`src/rtl/ex_redirect_ctrl.sv`:
```
// ex_redirect_ctrl: exception/ERET flush and fetch-redirect sequencer with stale inst_sram response discard
// Optional build macro EX_REDIRECT_PERF_EN adds a 32-bit flush_count output.
module ex_redirect_ctrl #(
  parameter int MAX_OUTSTANDING = 2,
  parameter int CNT_W = 2
) (
  input  logic        clk,
  input  logic        resetn,
  input  logic        ws_handle_ex,
  input  logic [31:0] ex_pc,
  input  logic        has_int,
  input  logic        inst_req,
  input  logic        inst_addr_ok,
  input  logic        inst_data_ok,
  output logic        flush,
  output logic        req_mask,
  output logic        redirect_valid,
  output logic [31:0] redirect_pc,
  output logic        inst_discard,
  output logic        int_req,
  output logic        busy
`ifdef EX_REDIRECT_PERF_EN
  ,
  output logic [31:0] flush_count
`endif
);
  // One-hot-style encoding so each control output is a single state flop
  typedef enum logic [2:0] {IDLE = 3'b000, FLUSH = 3'b001, REDIR = 3'b010, DRAIN = 3'b100} state_t;
  state_t state, state_nxt;
  logic [CNT_W-1:0] outstanding, out_nxt, discard_cnt, disc_nxt;
  logic int_q, accept, inc, dec, start;
  assign accept = inst_req && inst_addr_ok;
  assign start = (state == IDLE) && ws_handle_ex;
  assign inc = accept && (outstanding != CNT_W'(MAX_OUTSTANDING));
  assign dec = inst_data_ok && (outstanding != '0);
  assign inst_discard = inst_data_ok && (discard_cnt != '0);
  assign flush = state[0];
  assign req_mask = state[0];
  assign redirect_valid = state[1];
  assign busy = state != IDLE;
  assign int_req = int_q && !busy && !ws_handle_ex;
  // Counter next values: a simultaneous accept and return cancel out
  always_comb begin
    out_nxt = (accept && !inst_data_ok) ? outstanding + CNT_W'(inc) :
              (dec && !accept) ? outstanding - CNT_W'(1) : outstanding;
    disc_nxt = start ? out_nxt : discard_cnt - CNT_W'(inst_discard);
  end
  // Sequencer next state; redirect leaves via DRAIN only while stale data remains
  always_comb begin
    state_nxt = state;
    case (state)
      IDLE:    state_nxt = ws_handle_ex ? FLUSH : IDLE;
      FLUSH:   state_nxt = REDIR;
      REDIR:   state_nxt = !accept ? REDIR : (disc_nxt != '0) ? DRAIN : IDLE;
      DRAIN:   state_nxt = (disc_nxt == '0) ? IDLE : DRAIN;
      default: state_nxt = IDLE;
    endcase
  end
  // State, counters, captured target and interrupt flag
  always_ff @(posedge clk or negedge resetn) begin
    if (!resetn) begin
      state <= IDLE;
      outstanding <= '0;
      discard_cnt <= '0;
      redirect_pc <= '0;
      int_q <= 1'b0;
    end else begin
      state <= state_nxt;
      outstanding <= out_nxt;
      discard_cnt <= disc_nxt;
      redirect_pc <= start ? ex_pc : redirect_pc;
      int_q <= has_int;
    end
  end
`ifdef EX_REDIRECT_PERF_EN
  // Count entries into FLUSH, wrapping naturally
  always_ff @(posedge clk or negedge resetn) begin
    if (!resetn) flush_count <= '0;
    else if (start) flush_count <= flush_count + 32'd1;
  end
`endif
endmodule
```
`config.mk`:
```
export PLATFORM = sky130hd
export DESIGN_NAME = ex_redirect_ctrl
export DESIGN_NICKNAME = d
export VERILOG_FILES = /design/src/rtl/ex_redirect_ctrl.sv
export SDC_FILE = /design/constraint.sdc
export NUM_CORES = 1
export LEC_CHECK = 0
export BUFFER_PORTS_ARGS = -buffer_cell sky130_fd_sc_hd__buf_4
export CAP_MARGIN = 20
export CORE_ASPECT_RATIO = 0.8
export CORE_MARGIN = 2
export CORE_UTILIZATION = 40
export CTS_BUF_LIST = sky130_fd_sc_hd__clkbuf_8
export DETAILED_ROUTE_END_ITERATION = 16
export PLACE_DENSITY = 0.72
export SETUP_SLACK_MARGIN = 0.1
export SYNTH_ARGS = -nofsm -noshare
export SYNTH_HDL_FRONTEND = slang
export SYNTH_SLANG_ARGS = --single-unit
```
`constraint.sdc`:
```
create_clock -name clk -period 1.8 [get_ports clk]
set_input_delay 0.36 -clock clk [delete_from_list [all_inputs] [get_ports clk]]
set_output_delay 0.36 -clock clk [all_outputs]
set_load 0.01 [all_outputs]
```
---- Yosys cells after proc, flatten, opt, wreduce, memory -nomap -nowiden ----
Index checks and enable logic that the tools add are counted.
cells by class
  multiplexer cells ....................... 8
  reduce and logical (&&, ||, !) cells .... 19
  add/sub/neg operators ................... 3
  equal/unequal tests ..................... 4
operators with widths
  kind                                                                    number
  3-bit case mux with 4 select lines                                      1
  1-bit logical AND                                                       9
  3-bit two-way mux                                                       3
  2-bit two-way mux                                                       3
  2-bit nonzero test                                                      3
  1-bit zero test                                                         4
  3-bit by 1-bit equality test with 1-bit output (second input constant)  1
  3-bit by 2-bit equality test with 1-bit output (second input constant)  1
  3-bit equality test (second input constant)                             1
  3-bit zero test                                                         1
  3-bit nonzero test                                                      1
  2-bit by 1-bit adder with 2-bit output                                  1
  2-bit zero test                                                         1
  2-bit != test (second input constant)                                   1
  2-bit by 1-bit subtractor with 2-bit output                             1
  2-bit by 1-bit subtractor with 2-bit output (second input constant)     1
  1-bit two-way mux                                                       1
storage, ports and cells
  output and inout bits ................... 38
  flip-flop bits (word level) ............. 40
  input port bits ......................... 39
  logic and storage cells ................. 39

---- Longest topological paths before layout ----
  depth in word-level cells ............... 10
  gate-level depth with buffers ........... 8
  depth with buffers taken out ............ 8

---- Worst setup path after synthesis ----
OpenSTA, ideal clock, no wires.
  path kind ............................... register to register
  from .................................... register state[1]
  to ...................................... register redirect_pc[0]
  period minus slack after synthesis ...... 1.677 ns
  stages on the path, launching flop included .. 5
  library setup time ...................... 0.125 ns
  required time ........................... 1.675 ns
  setup slack ............................. 0.123 ns
  buffers on the path ..................... 1
  data arrival time ....................... 1.553 ns
  path through ............................ dfrtp_1 or3_4 nor2_8 buf_6 mux2_2
on the way
  longest elaborated chain between the ends .. 2
ends and longest elaborated chain
  what                    RTL line  source
  start, declared         29        state_t state, state_nxt;
  start signal, assigned  68        state <= state_nxt;
  3-bit zero test         33        assign start = (state == IDLE) && ws_handle_ex;
  1-bit logical AND       33
  end signal, assigned    71        redirect_pc <= start ? ex_pc : redirect_pc;
  end, declared           18        output logic [31:0] redirect_pc,
No other way between the ends.
A chain may end at the register's enable or synchronous reset.

---- Worst setup path after layout ----
  from .................................... register state[0]
  to ...................................... output port int_req
on the way
  longest elaborated chain between the ends .. 4
ends and longest elaborated chain
  what                             RTL line  source
  3-bit nonzero test               40        assign busy = state != IDLE;
  1-bit zero test                  41        assign int_req = int_q && !busy && !ws_handle_ex;
  1-bit logical AND (2 in series)  41
  end, declared                    20        output logic int_req,
No other way between the ends.

==> results.txt <==
The routed length on met3 is 264 µm. The die is 76.7 µm wide. The measured slew at the worst slew-check pin came out at 0.498 ns. The number of synthesized flops with an enable pin is 0. In this run, the number of DRC markers left after iteration 0 of detailed routing was 15. The area growth from synthesis to layout is 55.1%. The count of inserted antenna diode cells came out at 0.

The clock drives 40 sinks. The summed instance area of the synthesized netlist is 1690 µm². Along the worst path, the maximum fanout reaches 3. The area occupied by registers is 1000 µm². The number of nets with antenna violations after routing is 0. The wire length on met1 came out at 1.67 mm. Dividing the synthesized area by the synthesized cell count gives 14.6 µm². The worst-case setup slack after placement came out at 0.00754 ns. The number of rows in the core area came out at 21. In the final timing run, aggregate negative setup slack is 0 ns. The largest individual stage delay along the critical path comes from the cell or3_4.

The first-pass GRT wire length is 5.94 mm. The complex-gate fraction of the synthesized area came to 0.0518. The number of failing hold endpoints at the final stage came to 0. The warning count from the yosys run is 0.

After detailed routing, no signal wire sits above met4. Max-cap violations in this run came to 0. The post-detailed-routing wire length came out at 3.95 mm.

The number of fill cells in the layout came out at 326. Counting every net in the synthesized netlist gives 159. The full die area came out at 4770 µm².

The worst-case IR drop observed on VDD is 0.000979 V. For the worst setup path, the data arrival time is 1.42 ns. The tightest hold margin came out at 0.0311 ns. The number of instances in the synthesized netlist is 116. The worst setup path is captured at an output port.

The remaining global-route overflow is 0. The via count of the first global-routing pass came out at 1,349. The cell chosen for the clock root is clkbuf_8.

STA classifies the critical path startpoint as a register. The H-tree level count is 2. The number of vias per cell after detailed routing came out at 4.77. The TritonCTS clock tree is yes. The commonest register cell after synthesis is dfrtp_1.

The leakage power total came out at 0.00133 µW. The number of slew-limit violations in the final report is 0. The die is 62.1 µm tall.

The combined area of the multi-input logic cells came out at 714 µm². The deepest clock path buffer count is 2. By area, the combinational part of the netlist is dominated by multiplexers. The delay contributed by the slowest stage of the critical path is 0.42 ns.

Among cell families on the critical path, the largest total delay comes from simple AND/OR/NAND/NOR gates. The total CTS buffers is 5. The initial core utilization is 0.410. The portion of synthesized area spent on multiplexers is 0.225.

The share of layout cells above drive strength 1 is 0.649. The number of nets in the finished design came out at 251. In this run the worst hold path is classified as primary input to asynchronous set/reset pin. The share of synthesized area in the top cell type comes to 0.592. The number of remaining DRC errors is 0. The HPWL after detailed placement is 2.62 mm. By count the netlist is led by 40 x dfrtp_1, 32 x mux2_2, 6 x inv_1, 6 x nor2_1, 5 x a21oi_1. The setup path with the least slack is of type register to output port.

Together, buffers and inverters on the worst path number 1. Of the total synthesized cell area, the portion taken by XOR and XNOR cells is 0.0104. dfrtp_1 is the most common cell in the netlist. The period utilization is 0.988. In this run the power density over the cells is 1810 nW/µm². Input and output buffers added on the ports amount to 76. The core area is 4130 µm². For this run, the detailed router's first-pass iteration total came to 4. Setup repair after global routing could not meet its margin everywhere. The final setup violation count came out at 0.

The weighted congestion reported at the end of routability-driven placement is 0.722. The overall track demand over capacity in global routing came out at 0.160. The post-synthesis async set-or-reset flop share came out at 1.00. The synthesized-area fraction occupied by and/or/nand/nor cells is 0.0511. The flow ran to the end, and the final reports show no timing, DRC or antenna violations. The final critical delay including setup and external delays is 1.78 ns. The detailed route wirelength on metal2 is 1.95 mm. The final clock skew is 0.00507 ns. The initial antenna violation count came out at 0. The source-to-sink clock delay at the later pin of the worst-skew pair is 0.29 ns. The number of synthesized register bits is 40.

The relative slew slack came out at 0.668. After synthesis, the netlist uses 26 different library cells. Sorting the synthesized cells by area gives the leading types as dfrtp_1 59%, mux2_2 21%, ha_1 3.0%. The critical path goes through or3_4 -> nor3b_2 -> buf_4.

The least setup slack across all paths after layout came out at 0.0220 ns. The clock-pin transition on the worst setup and hold timing paths is 0.07 ns. The I/O pin total came out at 77.

The total number of vias is 1,264. The required time of the worst setup path is 1.44 ns. For this run, the register share of the synthesized area comes to 0.592. The pin count of the biggest net entering global routing came out at 41.

The share of synthesized cell area in full adder, half adder and majority cells came out at 0.0296. The final routed wire length divided by cell count is 14.9 µm. The achievable frequency came out at 562 MHz.

Summed over all instances, the cell type with the most area after synthesis is dfrtp_1.
[layout make-up]
type	instances	share of cell area
Timing Repair Buffer	89	0.280
Sequential cell	40	0.382
Clock buffer	5	0.0263
Tap cell	57	0.0272
Multi-Input combinational cell	66	0.273
Clock inverter	2	0.00334
Inverter	6	0.00859
[cells by family after synthesis]
| group | after synthesis |
|---|---|
| XOR/XNOR | 2 |
| AO/OA/AOI/OAI | 13 |
| AND/OR/NAND/NOR | 13 |
| flip-flops | 40 |
| buffers and inverters | 10 |
| multiplexers | 34 |
| adder cells (fa/ha/maj) | 4 |
[through the flow]
step                      instance area (µm²)  instances  total power, µW  utilization
final                                    2620        265             4740        0.635
after global routing                     2620        265             5040        0.635
after CTS                                2430        258             4310        0.590
after detailed placement                 2320        248             3690        0.563
after global placement                   2320        248             3610        0.563
after floorplan                          1690        116             2760            -
[sequential cells by signal, summed over array words and instances (netlist names)]
name	cells
discard_cnt	2
int_q	1
outstanding	2
redirect_pc	32
state	3
[power by group]
group / leakage [µW] / switching, µW / internal [µW] / total [µW]
clock network: 0.0000452 / 289 / 258 / 546
registers: 0.000474 / 268 / 1350 / 1620
logic: 0.000807 / 999 / 1580 / 2580
[per-layer routing]
| metal | global-route usage | vias to the layer above |
|---|---|---|
| li1 | - | 588 |
| met1 | 0.188 | 626 |
| met2 | 0.261 | 43 |
| met3 | 0.0610 | 7 |
| met4 | 0.0682 | 0 |
| met5 | 0 | - |
[worst reg2reg max path: stages (launching register included)]
cell	delay, ns
dfrtp_1	0.38
or3_4	0.42
buf_6	0.14
nor2_8	0.19
buf_12	0.18
mux2_2	0.34
[cell usage in the layout (no fill, tap or decap)]
master,synthesis,final
buf_4,1,83
xor2_1,1,1
a211oi_2,1,2
mux2_2,32,11
buf_8,1,2
mux2_4,0,21
clkinv_2,0,1
dfrtp_1,40,40
mux2i_1,2,2
and3b_1,1,1
and3_1,1,1
a21oi_1,5,4
a21o_1,1,1
o21ai_0,1,1
nor2_8,1,1
a21boi_0,2,2
xnor2_1,1,1
o32ai_1,1,1
nor2_2,1,1
nor2_1,6,6
buf_6,2,1
inv_1,6,6
or3_4,1,1
inv_2,0,1
nor3b_2,0,1
nand2_1,1,1
a21oi_2,0,1
clkbuf_8,0,5
clkbuf_16,0,2
a31oi_1,1,1
ha_1,4,4
buf_12,0,1
[repair_timing]
action	CTS	global route
cloned	0	3
hold buffers	0	0
pin swaps	2	3
setup buffers	3	4
hold endpoints to repair	0	0
setup endpoints to repair	3	35
resized for setup	2	27
[worst paths after layout]
path                                    start                     endpoint  slack, ns  depth (start not counted)
min in group clk                      has_int              int_q$_DFF_PN0_       0.18                          1
setup / recovery           state[0]$_DFF_PN0_                      int_req       0.02                          3
setup reg to reg           state[0]$_DFF_PN0_  redirect_pc[23]$_DFFE_PN0N_       0.04                          5
max in group asynchronous              resetn  redirect_pc[16]$_DFFE_PN0N_       1.42                          1
hold reg to reg            state[2]$_DFF_PN0_           state[1]$_DFF_PN0_       0.48                          1
hold / removal                         resetn   redirect_pc[9]$_DFFE_PN0N_       0.03                          1
(Power assumes the default switching activity.)
